<file path="src/rtl/coord_uart_framer.sv">
// coord_uart_framer: packs ball coordinates into header/payload UART byte frames, one byte per slot.
// Optional checksum byte is enabled by defining COORD_FRAME_CHKSUM_EN (default build: 5-byte frames).
module coord_uart_framer #(
    parameter int CLK_FREQ    = 50_000_000,
    parameter int UART_BPS    = 9600,
    parameter int SLOT_CYCLES = (CLK_FREQ / UART_BPS) * 11
) (
    input  logic        clk,
    input  logic        rst,
    input  logic        coord_valid,
    input  logic [10:0] coord_x,
    input  logic [9:0]  coord_y,
    output logic [7:0]  tx_data,
    output logic        tx_trig,
    output logic        busy,
    output logic        frame_done,
    output logic [7:0]  drop_cnt
);
`ifdef COORD_FRAME_CHKSUM_EN
    localparam logic [2:0] LAST = 3'd5;
`else
    localparam logic [2:0] LAST = 3'd4;
`endif
    localparam int CW = $clog2(SLOT_CYCLES);
    localparam logic [CW-1:0] WAIT_LOAD = CW'(SLOT_CYCLES - 2);

    typedef enum logic [1:0] {IDLE, SEND, WAIT} state_t;

    state_t        state_q;
    logic [2:0]    idx_q;
    logic [CW-1:0] cnt_q;
    logic [10:0]   x_q, pend_x_q;
    logic [9:0]    y_q, pend_y_q;
    logic          pend_v_q;
    logic [7:0]    tx_data_q, drop_cnt_q;
    logic          tx_trig_q, busy_q, frame_done_q;
    logic          slot_end, frame_end;
    logic [10:0]   next_x;
    logic [9:0]    next_y;

    function automatic logic [7:0] frame_byte(input logic [10:0] x, input logic [9:0] y, input logic [2:0] i);
        case (i)
            3'd0: frame_byte = 8'hA5;
            3'd1: frame_byte = {5'b0, x[10:8]};
            3'd2: frame_byte = x[7:0];
            3'd3: frame_byte = {6'b0, y[9:8]};
            3'd4: frame_byte = y[7:0];
`ifdef COORD_FRAME_CHKSUM_EN
            3'd5: frame_byte = {5'b0, x[10:8]} + x[7:0] + {6'b0, y[9:8]} + y[7:0];
`endif
            default: frame_byte = 8'h00;
        endcase
    endfunction

    assign slot_end   = state_q == WAIT && cnt_q == '0;
    assign frame_end  = slot_end && idx_q == LAST;
    // A coordinate arriving on the frame-end cycle beats the older pending one.
    assign next_x     = coord_valid ? coord_x : pend_x_q;
    assign next_y     = coord_valid ? coord_y : pend_y_q;
    assign tx_data    = tx_data_q;
    assign tx_trig    = tx_trig_q;
    assign busy       = busy_q;
    assign frame_done = frame_done_q;
    assign drop_cnt   = drop_cnt_q;

    // Frame sequencer: outputs are registered on the edge that enters each state.
    always_ff @(posedge clk or posedge rst) begin
        if (rst) begin
            state_q      <= IDLE;
            idx_q        <= '0;
            cnt_q        <= '0;
            x_q          <= '0;
            y_q          <= '0;
            tx_data_q    <= '0;
            tx_trig_q    <= 1'b0;
            busy_q       <= 1'b0;
            frame_done_q <= 1'b0;
        end else begin
            tx_trig_q    <= 1'b0;
            frame_done_q <= 1'b0;
            case (state_q)
                IDLE: if (coord_valid) begin
                    x_q       <= coord_x;
                    y_q       <= coord_y;
                    idx_q     <= '0;
                    tx_data_q <= 8'hA5;
                    tx_trig_q <= 1'b1;
                    busy_q    <= 1'b1;
                    state_q   <= SEND;
                end
                SEND: begin
                    cnt_q        <= WAIT_LOAD;
                    frame_done_q <= WAIT_LOAD == '0 && idx_q == LAST;
                    state_q      <= WAIT;
                end
                WAIT: if (cnt_q != '0) begin
                    cnt_q        <= cnt_q - 1'b1;
                    frame_done_q <= cnt_q == CW'(1) && idx_q == LAST;
                end else if (idx_q != LAST) begin
                    idx_q     <= idx_q + 3'd1;
                    tx_data_q <= frame_byte(x_q, y_q, idx_q + 3'd1);
                    tx_trig_q <= 1'b1;
                    state_q   <= SEND;
                end else if (coord_valid || pend_v_q) begin
                    x_q       <= next_x;
                    y_q       <= next_y;
                    idx_q     <= '0;
                    tx_data_q <= 8'hA5;
                    tx_trig_q <= 1'b1;
                    state_q   <= SEND;
                end else begin
                    busy_q  <= 1'b0;
                    state_q <= IDLE;
                end
                default: state_q <= IDLE;
            endcase
        end
    end

    // One-deep pending slot and saturating overwrite counter.
    always_ff @(posedge clk or posedge rst) begin
        if (rst) begin
            pend_v_q   <= 1'b0;
            pend_x_q   <= '0;
            pend_y_q   <= '0;
            drop_cnt_q <= '0;
        end else begin
            if (frame_end) begin
                pend_v_q <= 1'b0;
            end else if (coord_valid && state_q != IDLE) begin
                pend_v_q <= 1'b1;
                pend_x_q <= coord_x;
                pend_y_q <= coord_y;
            end
            if (coord_valid && pend_v_q && state_q != IDLE && drop_cnt_q != 8'hFF)
                drop_cnt_q <= drop_cnt_q + 8'd1;
        end
    end
endmodule

</file>
<file path="config.mk">
export PLATFORM = sky130hd
export DESIGN_NAME = coord_uart_framer
export DESIGN_NICKNAME = d
export VERILOG_FILES = /design/src/rtl/coord_uart_framer.sv
export SDC_FILE = /design/constraint.sdc
export NUM_CORES = 1
export LEC_CHECK = 0
export BUFFER_PORTS_ARGS = -buffer_cell sky130_fd_sc_hd__buf_2
export CORE_MARGIN = 2
export CORE_UTILIZATION = 56
export CTS_BUF_LIST = sky130_fd_sc_hd__clkbuf_8
export CTS_CLUSTER_DIAMETER = 30
export DETAILED_ROUTE_END_ITERATION = 6
export PLACE_DENSITY_LB_ADDON = 0.2
export SETUP_SLACK_MARGIN = 0.4
export SKIP_LAST_GASP = 1
export SYNTH_ARGS = -nofsm -noshare
export SYNTH_HDL_FRONTEND = slang
export SYNTH_SLANG_ARGS = --single-unit
</file>
<file path="constraint.sdc">
create_clock -name clk -period 5.6 [get_ports clk]
set_input_delay 0.56 -clock clk [delete_from_list [all_inputs] [get_ports clk]]
set_output_delay 0.56 -clock clk [all_outputs]
set_load 0.02 [all_outputs]
</file>
-- Word level (Yosys, flattened, before mapping)
Index checks and enable logic that the tools add are counted.
- register bits: 83
- input bits: 24
- output and inout port bits: 19
- word-level logic and storage cells: 100
- eq/ne operators: 17
- reduce and logical (&&, ||, !) cells: 22
- muxes and demuxes: 44
- add/subtract/negate cells: 3
- bitwise operators: 1
- operators with widths (kind ; count):
    two-way mux 11 bit ; 5
    two-way mux 10 bit ; 5
    case mux 8 bit (5 select lines) ; 1
    two-way mux 8 bit ; 4
    case mux 16 bit (2 select lines) ; 1
    case mux 11 bit (2 select lines) ; 1
    case mux 10 bit (2 select lines) ; 1
    equality test 16 x 1 -> 1 bit, second input constant ; 1
    logical NOT 16 bit ; 1
    two-way mux 16 bit ; 1
    case mux 8 bit (2 select lines) ; 1
    nonzero test 16 bit ; 1
    subtractor 16 x 1 -> 16 bit, second input constant ; 1
    two-way mux 1 bit ; 14
    two-way mux 3 bit ; 4
    AND reduction 5 bit ; 2
    adder 8 x 1 -> 8 bit, second input constant ; 1
    != test 2 bit, second input constant ; 4
    != test 8 bit, second input constant ; 1
    nonzero test 2 bit ; 4
    logical AND 1 bit ; 7
    equality test 3 x 2 -> 1 bit, second input constant ; 2
    equality test 3 bit, second input constant ; 2
    case mux 2 bit (3 select lines) ; 1
    other kinds (16) ; 21

-- Longest topological paths before layout
- word-level depth: 6
- mapped depth: 7
- mapped depth without buffers: 6

-- Least setup slack after synthesis
No wires, ideal clock.
- kind: register -> register
- from: register cnt_q[0]
- to: register cnt_q[10]
- stages on the path, launching flop included: 8
- setup slack: 3.528 ns
- data required time: 5.531 ns
- data arrival time: 2.002 ns
- clock period less this slack: 2.072 ns
- buffers on the path: 1
- setup time: 0.069 ns
- cells stage by stage: dfrtp_1 inv_1 ha_1 or4b_4 o41ai_4 buf_2 o31ai_1 nand3_1
- longest elaborated chain between the ends: 3
- elaborated cells between the ends (all ways): 6
- classes of those cells: add/sub (1); eq/ne (1); mux (2); reduce/logical (2)
- RTL lines (item ; RTL line ; RTL):
    start: declaration ; 31 ; logic [CW-1:0] cnt_q;
    start signal: assignment ; 97 ; cnt_q <= cnt_q - 1'b1;
    subtractor 16 x 1 -> 16 bit or nonzero test 16 bit (tied branches) ; 97, 96 ;
    two-way mux 16 bit or != test 2 x 1 -> 1 bit (tied branches) ; - ;
    case mux 16 bit (2 select lines) or AND reduction 2 bit (tied branches) ; - ;
Parallel ways exist; a longest one is shown, timed or not. The select of a mux whose other input is x is not followed.
A chain may end at the register's enable or synchronous reset.

-- Worst setup path after layout
- from: register cnt_q[0]
- to: register x_q[4]
- longest elaborated chain between the ends: 3
- RTL lines (item ; RTL line ; RTL):
    nonzero test 16 bit ; 96 ; WAIT: if (cnt_q != '0) begin
    != test 2 bit (no source line) ; - ;
    AND reduction 5 bit (no source line) ; - ;
    end signal: assignment ; 83 ; x_q <= coord_x;
    end signal: assignment ; 105 ; x_q <= next_x;
    end: declaration ; 32 ; logic [10:0] x_q, pend_x_q;
Every way passes these cells.

==> results.sh <==
export IMPL_run_status="complete, no violations"
export IMPL_layout_worst_path_cycle_share=0.5134
export IMPL_hold_path_endpoint="pend_y_q[0]"
export IMPL_tritoncts_num_buffers=9
export IMPL_htreeDepth=3
export IMPL_site_rows=31
export IMPL_cp_max_fo=21
export IMPL_worst_hold_startpoint="coord_y[0]"
export IMPL_leakage_nw=1.928
export IMPL_worst_setup_path_type="flop to flop"
export IMPL_cts_hold_repair_buffers=0
export IMPL_fin_skew_ns=0.005609
export IMPL_dieWidth_um=89.86
export IMPL_vdd_ir_drop_worst_mv=0.2443
export IMPL_grt_pass1_vias=2784
export IMPL_post_cts_setup_buffers=0
export IMPL_starting_density=0.5752
export IMPL_io_pins=43
export IMPL_worstRegToRegCells=6
export IMPL_normalized_max_slew_margin=0.2442
export IMPL_tritoncts="yes"
export IMPL_max_cap_violation_count=0
export IMPL_critical_path_startpoint="cnt_q[0]"
export IMPL_finalHoldViolCount=0
export IMPL_layout_common_cells="83 x dfrtp_1, 60 x mux2_1, 42 x buf_2"
export IMPL_vias_per_cell=5.926
export IMPL_ys_flop_type="dfrtp_1"
export IMPL_synthDistinctLibCells=57
export IMPL_drc=0
export IMPL_dieHeight_um=89.86
export IMPL_wire_length_of_the_first_global_routing_pass_um=13900
export IMPL_fp_dieArea_mm2=0.008074
export IMPL_core_region_mm2=0.007176
export IMPL_fillers=575
export IMPL_min_delay_path_class="input pin to flop"
export IMPL_detailroute_via_count=2898
export IMPL_critical_path_startpoint_type="flop"
export IMPL_worst_slew_pin_transition_ns=1.133
export IMPL_clock_insertion_delay_worst_skew_ns=0.34
export IMPL_min_delay_path_depth=2
export IMPL_clk_pin_slew_ns=0.08
export IMPL_synth_edf_count=0
export IMPL_timing_critical_path_arrival_ns=3.10
export IMPL_final_weighted_congestion_of_routability_driven_global_placement=0.8554
export IMPL_antenna_diodes=0
export IMPL_drt_initial_drc_count=154
export IMPL_number_of_input_and_output_port_buffers_inserted=42
export IMPL_ys_warn_count=0
export IMPL_gr_usage_all_layers=0.2148
export IMPL_final_antenna_net_count=0
export IMPL_initial_antenna_violation_count=0
export IMPL_post_route_min_period_ns=2.875
export IMPL_total_negative_slack_for_setup_checks_ns=0
export IMPL_routed_wirelength_um=8299
export IMPL_cellPowerDensity_mw_per_mm2=448.5
export IMPL_remaining_global_route_overflow=0
export IMPL_route_detailed_wl_per_inst_um=16.97
export IMPL_cts_sink_count=83
export IMPL_dpl_hpwl_um=5698
export IMPL_synth_async_reset_ratio=1.000
export IMPL_cts_repair_resized=0
export IMPL_setup_violations=0
export IMPL_drive_gt1_frac=0.1846
export IMPL_synth_seq_cells=83
export IMPL_pnr_total_power_mw=2.063
export IMPL_finalNetCount=420
export IMPL_synth_sequential_area_ratio=0.5032
export IMPL_final_max_slew_viol_count=0
export IMPL_layout_core_utilization=0.6412
export IMPL_synth_cells=348
export IMPL_worstPathRequired_ns=5.82
export IMPL_regToRegSetupSlack_ns=2.72
export IMPL_rsz0062_at_grt="no"
export IMPL_master_cell_of_the_clock_root_buffer="clkbuf_8"
export IMPL_area_delta_synth_final_pct=11.46
export IMPL_maximum_number_of_pins_on_one_net_before_global_route_repair=84
export IMPL_r2r_end="x_q[4]"
export IMPL_category_of_the_worst_setup_path_capture_point="flop"
export IMPL_synth_nets=381
export IMPL_syn_area_mm2=0.004128
export IMPL_reg2reg_from="cnt_q[0]"
export IMPL_max_clock_path_buffers=2
export IMPL_dr_pass1_iters=4
export IMPL_postSynthAreaPerCell_um2=11.86
export IMPL_clock_fmax_ghz=0.3478
export IMPL_layout_commonest_cell="dfrtp_1"
-- power by group --
part | total [mW] | internal (mW) | switching (mW)
sequential | 0.985 | 0.816 | 0.169
clock | 0.408 | 0.210 | 0.198
combinational | 0.670 | 0.300 | 0.370
total | 2.06 | 1.33 | 0.737
-- per-stage QoR --
| step | hold WS, ns | instances | setup WS [ns] | area (µm²) |
|---|---|---|---|---|
| 2_1_floorplan | 0.4496 | 348 | 2.903 | 4128 |
| 3_3_place_gp | 0.4644 | 475 | 2.813 | 4419 |
| 3_5_place_dp | 0.4718 | 475 | 2.738 | 4419 |
| 4_1_cts | 0.4264 | 489 | 2.718 | 4601 |
| 5_1_grt | 0.4290 | 489 | 2.538 | 4601 |
| 6_report | 0.4380 | 489 | 2.725 | 4601 |
-- critical path, stage by stage, from the launching register on --
cell and delay (ns):
dfrtp_1 0.46, inv_1 0.13, ha_1 0.19, nor4b_2 0.35, nand3_1 0.23, o31ai_4 0.98, mux2_1 0.40
-- worst max-delay path by stage --
| stage | end | slack, ns | depth (start not counted) |
|---|---|---|---|
| floorplan | busy | 2.90 | 1 |
| global placement | pend_x_q[6] | 2.81 | 4 |
| detailed placement | x_q[4] | 2.74 | 6 |
| CTS | x_q[4] | 2.72 | 6 |
| global route | pend_x_q[4] | 2.54 | 6 |
| finish | x_q[4] | 2.72 | 6 |
-- state kept, by name (all words and copies together) (netlist names) --
signal,count
y_q,10
idx_q,3
pend_x_q,11
state_q,2
pend_y_q,10
frame_done,1
busy,1
cnt_q,16
x_q,11
tx_data,8
drop_cnt,8
tx_trig,1
pend_v_q,1
-- cell usage after synthesis (5+ instances only) --
master    instances  area share
ha_1              9       0.027
clkbuf_1          5      0.0045
xor2_1            7       0.015
nor2_1           14       0.013
nor3_1            6      0.0073
a21oi_1           5      0.0061
o31ai_1           7       0.013
nand3_1          19       0.023
buf_2             5      0.0061
nand2_1          15       0.014
dfrtp_1          83        0.50
mux2_1           60        0.16
or4_1             8       0.015
inv_1            13       0.012
-- cells by family (layout without fill, tap and decap cells) --
| logic type | after synthesis | in the layout | share of synthesized area |
|---|---|---|---|
| simple gates | 98 | 98 | 0.1388 |
| flops | 83 | 83 | 0.5032 |
| mux | 68 | 68 | 0.1843 |
| compound gates | 52 | 52 | 0.09761 |
| buf+inv | 29 | 71 | 0.02970 |
| fa+ha+maj | 9 | 9 | 0.02728 |
| xor+xnor | 9 | 9 | 0.01910 |
-- metal layers --
layer	track usage	part of all wire	vias up
met5	0	0	-
met4	0.06282	0.013	0
met3	0.05281	0.056	10
met2	0.3295	0.46	74
met1	0.3070	0.47	1442
li1	-	-	1372
-- layout make-up --
| type | instances | area, µm² | share of cell area |
|---|---|---|---|
| tap | 99 | 123.9 | 0.02692 |
| timing repair buffer | 44 | 225.2 | 0.04895 |
| sequential | 83 | 2077 | 0.4515 |
| clock buffer | 10 | 137.6 | 0.02992 |
| multi-input combinational | 236 | 1943 | 0.4224 |
| clock inverter | 4 | 43.79 | 0.009519 |
| inverter | 13 | 50.05 | 0.01088 |
Power figures use the tool's default switching activity.
